### config.mk
export PLATFORM = sky130hd
export DESIGN_NAME = pico_seq
export DESIGN_NICKNAME = d
export VERILOG_FILES = /design/src/rtl/pico_pkg.sv /design/src/rtl/seq_timer.sv /design/src/rtl/pico_seq.sv
export SDC_FILE = /design/constraint.sdc
export NUM_CORES = 1
export LEC_CHECK = 0
export CAP_MARGIN = 20
export CELL_PAD_IN_SITES_DETAIL_PLACEMENT = 0
export CELL_PAD_IN_SITES_GLOBAL_PLACEMENT = 1
export CORE_MARGIN = 3
export CORE_UTILIZATION = 50
export DETAILED_ROUTE_END_ITERATION = 10
export DONT_BUFFER_PORTS = 1
export PLACE_DENSITY_LB_ADDON = 0.25
export SLEW_MARGIN = 15
export SYNTH_ARGS = -nofsm -noshare
export SYNTH_HDL_FRONTEND = slang
export SYNTH_SLANG_ARGS = --single-unit
### constraint.sdc
create_clock -name clk_i -period 2.5 [get_ports clk_i]
set_input_delay 0.25 -clock clk_i [delete_from_list [all_inputs] [get_ports clk_i]]
set_output_delay 0.25 -clock clk_i [all_outputs]
set_load 0.05 [all_outputs]
### src/rtl/pico_pkg.sv
// Shared types and helpers for the pico core.
// Holds the control-sequencer state encoding.
package pico_pkg;

  typedef enum logic [2:0] {
    S_IDLE,
    S_FETCH,
    S_DECODE,
    S_EXEC,
    S_WB,
    S_HALTED,
    S_FAULT
  } seqState;

  function automatic int max_i(input int a, input int b);
    return (a > b) ? a : b;
  endfunction

endpackage

### src/rtl/seq_timer.sv
// Loadable down-counter shared by fetch timeout and execute latency.
// Load wins over decrement; decrement stops at zero.
module seq_timer #(
  parameter int W = 4
) (
  input  logic         clk_i,
  input  logic         rst_n_i,
  input  logic         load_i,
  input  logic [W-1:0] val_i,
  input  logic         dec_i,
  output logic         zero_o
);

  logic [W-1:0] cnt_q, cnt_d;

  always_comb begin
    cnt_d = cnt_q;
    if (load_i) begin
      cnt_d = val_i;
    end else if (dec_i && cnt_q != '0) begin
      cnt_d = cnt_q - 1'b1;
    end
  end

  always_ff @(posedge clk_i or negedge rst_n_i) begin
    if (!rst_n_i) cnt_q <= '0;
    else          cnt_q <= cnt_d;
  end

  assign zero_o = (cnt_q == '0);

endmodule

### src/rtl/pico_seq.sv
// Multi-cycle FETCH/DECODE/EXECUTE/WRITEBACK sequencer for pico.
// Gates fetch, IR load, RF write and PC update; counts retirements.
module pico_seq
  import pico_pkg::*;
#(
  parameter int MUL_LAT   = 4,
  parameter int FETCH_TMO = 16,
  parameter int CNT_W     = 16
) (
  input  logic             clk_i,
  input  logic             rst_n_i,
  input  logic             run_i,
  input  logic             step_i,
  input  logic             imem_ack_i,
  input  logic             mul_op_i,
  input  logic             wr_en_rf_i,
  input  logic             halt_core_i,
  output logic             imem_req_o,
  output logic             ir_load_o,
  output logic             alu_busy_o,
  output logic             rf_we_o,
  output logic             pc_en_o,
  output logic             halted_o,
  output logic             fault_o,
  output logic [2:0]       state_o,
  output logic [CNT_W-1:0] retired_o
);

  localparam int TW =
    max_i(1, $clog2(max_i(MUL_LAT, FETCH_TMO)));
  localparam logic [TW-1:0] TMO_V = TW'(FETCH_TMO - 1);
  localparam logic [TW-1:0] MUL_V = TW'(MUL_LAT - 1);

  if (MUL_LAT < 1 || FETCH_TMO < 1) begin : g_bad_param
    $error("pico_seq: MUL_LAT and FETCH_TMO must be >= 1");
  end

  seqState          state_q, state_d;
  logic             step_q, step_d;
  logic             we_q, we_d;
  logic [CNT_W-1:0] ret_q, ret_d;
  logic             t_load, t_dec, t_zero;
  logic [TW-1:0]    t_val;

  seq_timer #(.W(TW)) u_timer (
    .clk_i   (clk_i),
    .rst_n_i (rst_n_i),
    .load_i  (t_load),
    .val_i   (t_val),
    .dec_i   (t_dec),
    .zero_o  (t_zero)
  );

  // RF write enable is captured on EXEC exit so rf_we_o is purely registered
  always_comb begin
    state_d = state_q;
    step_d  = step_q;
    we_d    = we_q;
    ret_d   = ret_q;
    t_load  = 1'b0;
    t_dec   = 1'b0;
    t_val   = TMO_V;
    unique case (state_q)
      S_IDLE: begin
        if (run_i) begin
          state_d = S_FETCH;
          step_d  = 1'b0;
          t_load  = 1'b1;
        end else if (step_i) begin
          state_d = S_FETCH;
          step_d  = 1'b1;
          t_load  = 1'b1;
        end
      end
      S_FETCH: begin
        if (imem_ack_i)  state_d = S_DECODE;
        else if (t_zero) state_d = S_FAULT;
        else             t_dec   = 1'b1;
      end
      S_DECODE: begin
        if (halt_core_i) begin
          state_d = S_HALTED;
        end else begin
          state_d = S_EXEC;
          t_load  = 1'b1;
          t_val   = mul_op_i ? MUL_V : '0;
        end
      end
      S_EXEC: begin
        if (t_zero) begin
          state_d = S_WB;
          we_d    = wr_en_rf_i;
        end else begin
          t_dec = 1'b1;
        end
      end
      S_WB: begin
        if (~&ret_q) ret_d = ret_q + 1'b1;
        if (step_q || !run_i) begin
          state_d = S_IDLE;
          step_d  = 1'b0;
        end else begin
          state_d = S_FETCH;
          t_load  = 1'b1;
        end
      end
      default: ;
    endcase
  end

  always_ff @(posedge clk_i or negedge rst_n_i) begin
    if (!rst_n_i) begin
      state_q <= S_IDLE;
      step_q  <= 1'b0;
      we_q    <= 1'b0;
      ret_q   <= '0;
    end else begin
      state_q <= state_d;
      step_q  <= step_d;
      we_q    <= we_d;
      ret_q   <= ret_d;
    end
  end

  assign imem_req_o = (state_q == S_FETCH);
  assign ir_load_o  = imem_req_o & imem_ack_i;
  assign alu_busy_o = (state_q == S_EXEC);
  assign pc_en_o    = (state_q == S_WB);
  assign rf_we_o    = pc_en_o & we_q;
  assign fault_o    = (state_q == S_FAULT);
  assign halted_o   = fault_o | (state_q == S_HALTED);
  assign state_o    = state_q;
  assign retired_o  = ret_q;

endmodule

==> qor.csv <==
metric,value,unit
relSlewSlack,56.3,%
first_pass_iters,4,
grt_usage,18.8,%
worst_slack,0.413,ns
syn_to_final_growth,19.3,%
finalHoldViolations,0,
status,completed,
h-tree-depth,1,
arrival,1.84,ns
max_freq,479,MHz
route.vias.total,1151,
hold_class,in -> reg,
cts-root-buf,clkbuf_4,
synth_warnings,0,
p_leak,0.000752,uW
r2r_start,retired_o[8],
period_needed,2.09,ns
hpwl,2230,um
required,2.25,ns
synth_ff_type,dfrtp_1,
critPathSlowestCell,dfrtp_1,
rrSetupSlack,0.59,ns
synthSimpleGateAreaFrac,29.1,%
crit_buf_inv,2,
ys_seq_elements,25,
grt_first_pass_wirelength,5090,um
drv_slew,0,
cts_tree,done,
r2r_cells,4,
synth_area,1390,um^2
async_flop_share,100,%
core,2570,um^2
pre_cts_ws,0.646,ns
start_util,54.2,%
cpPeakStageDelay,0.57,ns
tightest_slew,0.655,ns
insertion_delay,0.31,ns
wire_per_inst,14.7,um
vias_per_cell,5.78,
grt-ovfl-total,0,
drc_errors,0,
antenna_found_initial,0,
ir_worst_vdd,894,uV
ant_nets,0,
finClkSkew,0.00320,ns
hold_end,u_timer.cnt_q[1],
diodes,0,
cts_setup_buffers,0,
syn-mean-instance-area,9.66,um^2
end_kind,output pin,
cp_num_cells,4,
cts.sink_count,25,
synthAdderAreaFrac,1.80,%
synth-edff-count,0,
setup_viol,0,
mostFrequentLayoutCells,"dfrtp_1, buf_4, nor2_1",
die_area,3450,um^2
period_share,83.5,%
worst-setup-path-type,reg -> out,
ys_types,36,
clkTransAtPathRegs,0.14,ns
rsz0062_at_grt,false,
drt_iter0_drc,42,
grt_pass1_vias,1147,
synth_cells,144,
routabilityCongestion,0.887,
hold_path_depth,2,
die_w,58.8,um
fp.dieH,58.8,um
ys_seq_area_share,45.0,%
synth-compound-area-share,10.5,%
cts_buffers,3,
layout-drive-gt1-share,21.3,%
yosys-mux-area-fraction,4.05,%
syn-num-nets,154,
cp_max_fo,14,
p_per_area,1070,nW/um^2
startpoint_type,flop,
holdWs,0.0598,ns
num_io_pins,34,
core.rowCount,18,
cts.path.max_buffers,2,
final_common_cell,dfrtp_1,
setup_tns,0,ns
crit_chain,"nor3b_4, buf_4, and2_1, buf_12",
cp_top_family,flip-flops,
grt_max_degree,26,
layout.nets,180,
drt-total-wl,2930,um
synthXorXnorAreaFrac,7.55,%
io_buffers,0,
r2r_end,retired_o[4],
max_cap_violations,0,
synth_top_family_by_area,simple AND/OR/NAND/NOR gates,
hp-start,mul_op_i,
==> metal layers <==
metal,share of wire [%],wire [um],vias to the layer above,track usage (%)
li1,-,-,571,-
met1,43,1260,546,25.2
met2,49,1440,30,30.3
met3,6.7,197,4,3.73
met4,1.2,34,0,6.47
met5,0,0,-,0
==> worst max-delay path by stage <==
stage                            start           end  slack [ns]
after floorplan             state_o[2]     ir_load_o        0.16
after global placement    retired_o[8]  retired_o[4]        0.68
after detailed placement  retired_o[8]  retired_o[4]        0.65
after CTS                   state_o[1]       rf_we_o        0.40
after global routing        state_o[1]       rf_we_o        0.30
final                       state_o[1]       rf_we_o        0.41
==> registers in the layout, indices dropped and copies added (netlist names) <==
name           count
we_q               1
step_q             1
state_o            3
u_timer.cnt_q      4
retired_o         16
==> Yosys cell counts, types with 2 or more instances <==
library cell | number | area share, %
nand3_1 | 7 | 2.5
and4_1 | 2 | 1.3
inv_1 | 3 | 0.81
xnor2_1 | 5 | 3.1
nor3b_1 | 2 | 1.1
and3b_1 | 2 | 1.3
o21a_1 | 4 | 2.2
nor2b_1 | 4 | 1.8
and3_1 | 2 | 0.90
o21ai_0 | 4 | 1.4
a21boi_0 | 2 | 1.1
xor2_1 | 7 | 4.4
nor3_1 | 7 | 2.5
nor4_1 | 2 | 0.90
ha_1 | 2 | 1.8
nor2_1 | 17 | 4.6
dfrtp_1 | 25 | 45
nand4_1 | 8 | 3.6
mux2_2 | 5 | 4.0
nand2b_1 | 2 | 0.90
a21oi_1 | 7 | 2.5
a211oi_1 | 2 | 1.1
and2_1 | 5 | 2.2
nand2_1 | 6 | 1.6
==> worst reg2reg max path: stages, from the launching register on <==
cell and delay, ns:
dfrtp_1 0.74, nand4_1 0.25, nor4_1 0.50, nor3b_1 0.14, xor2_1 0.17
==> stage by stage <==
stage / utilization, % / power [uW] / instance area [um^2] / cells
after CTS: 64.7 / 1800 / 1660 / 199
after global routing: 64.7 / 1920 / 1660 / 199
final: 64.7 / 1780 / 1660 / 199
after detailed placement: 62.4 / 1600 / 1600 / 193
after floorplan: - / 1380 / 1390 / 144
after global placement: 62.4 / 1570 / 1600 / 193
==> kinds of logic after synthesis <==
kind of cell               count (synthesis)
DFF                                       25
and+or+nand+nor                           71
adders and majority gates                  2
xor gates and xnor gates                  12
muxes                                      5
AOI/OAI and AO/OA                         23
buffers and inverters                      6
==> power breakdown <==
part | total (uW) | internal (uW) | leakage [uW] | switching [uW]
logic | 913 | 326 | 0.000413 | 587
clock network | 183 | 59.8 | 0.0000177 | 123
registers | 689 | 507 | 0.000321 | 181
==> timing repair <==
item,CTS,global route
resized for setup,0,0
endpoints found under the setup margin,0,0
hold buffers,2,0
hold endpoints to repair,25,0
==> cell type report <==
class,count,area [um^2]
repair buffers,24,220
inverters,3,11.3
clock buffers,3,22.5
multi-input cells,113,738
well taps,30,37.5
fillers,220,907
flip-flops and latches,25,626
clock inverters,1,5.00
Power figures use the tool's default switching activity.
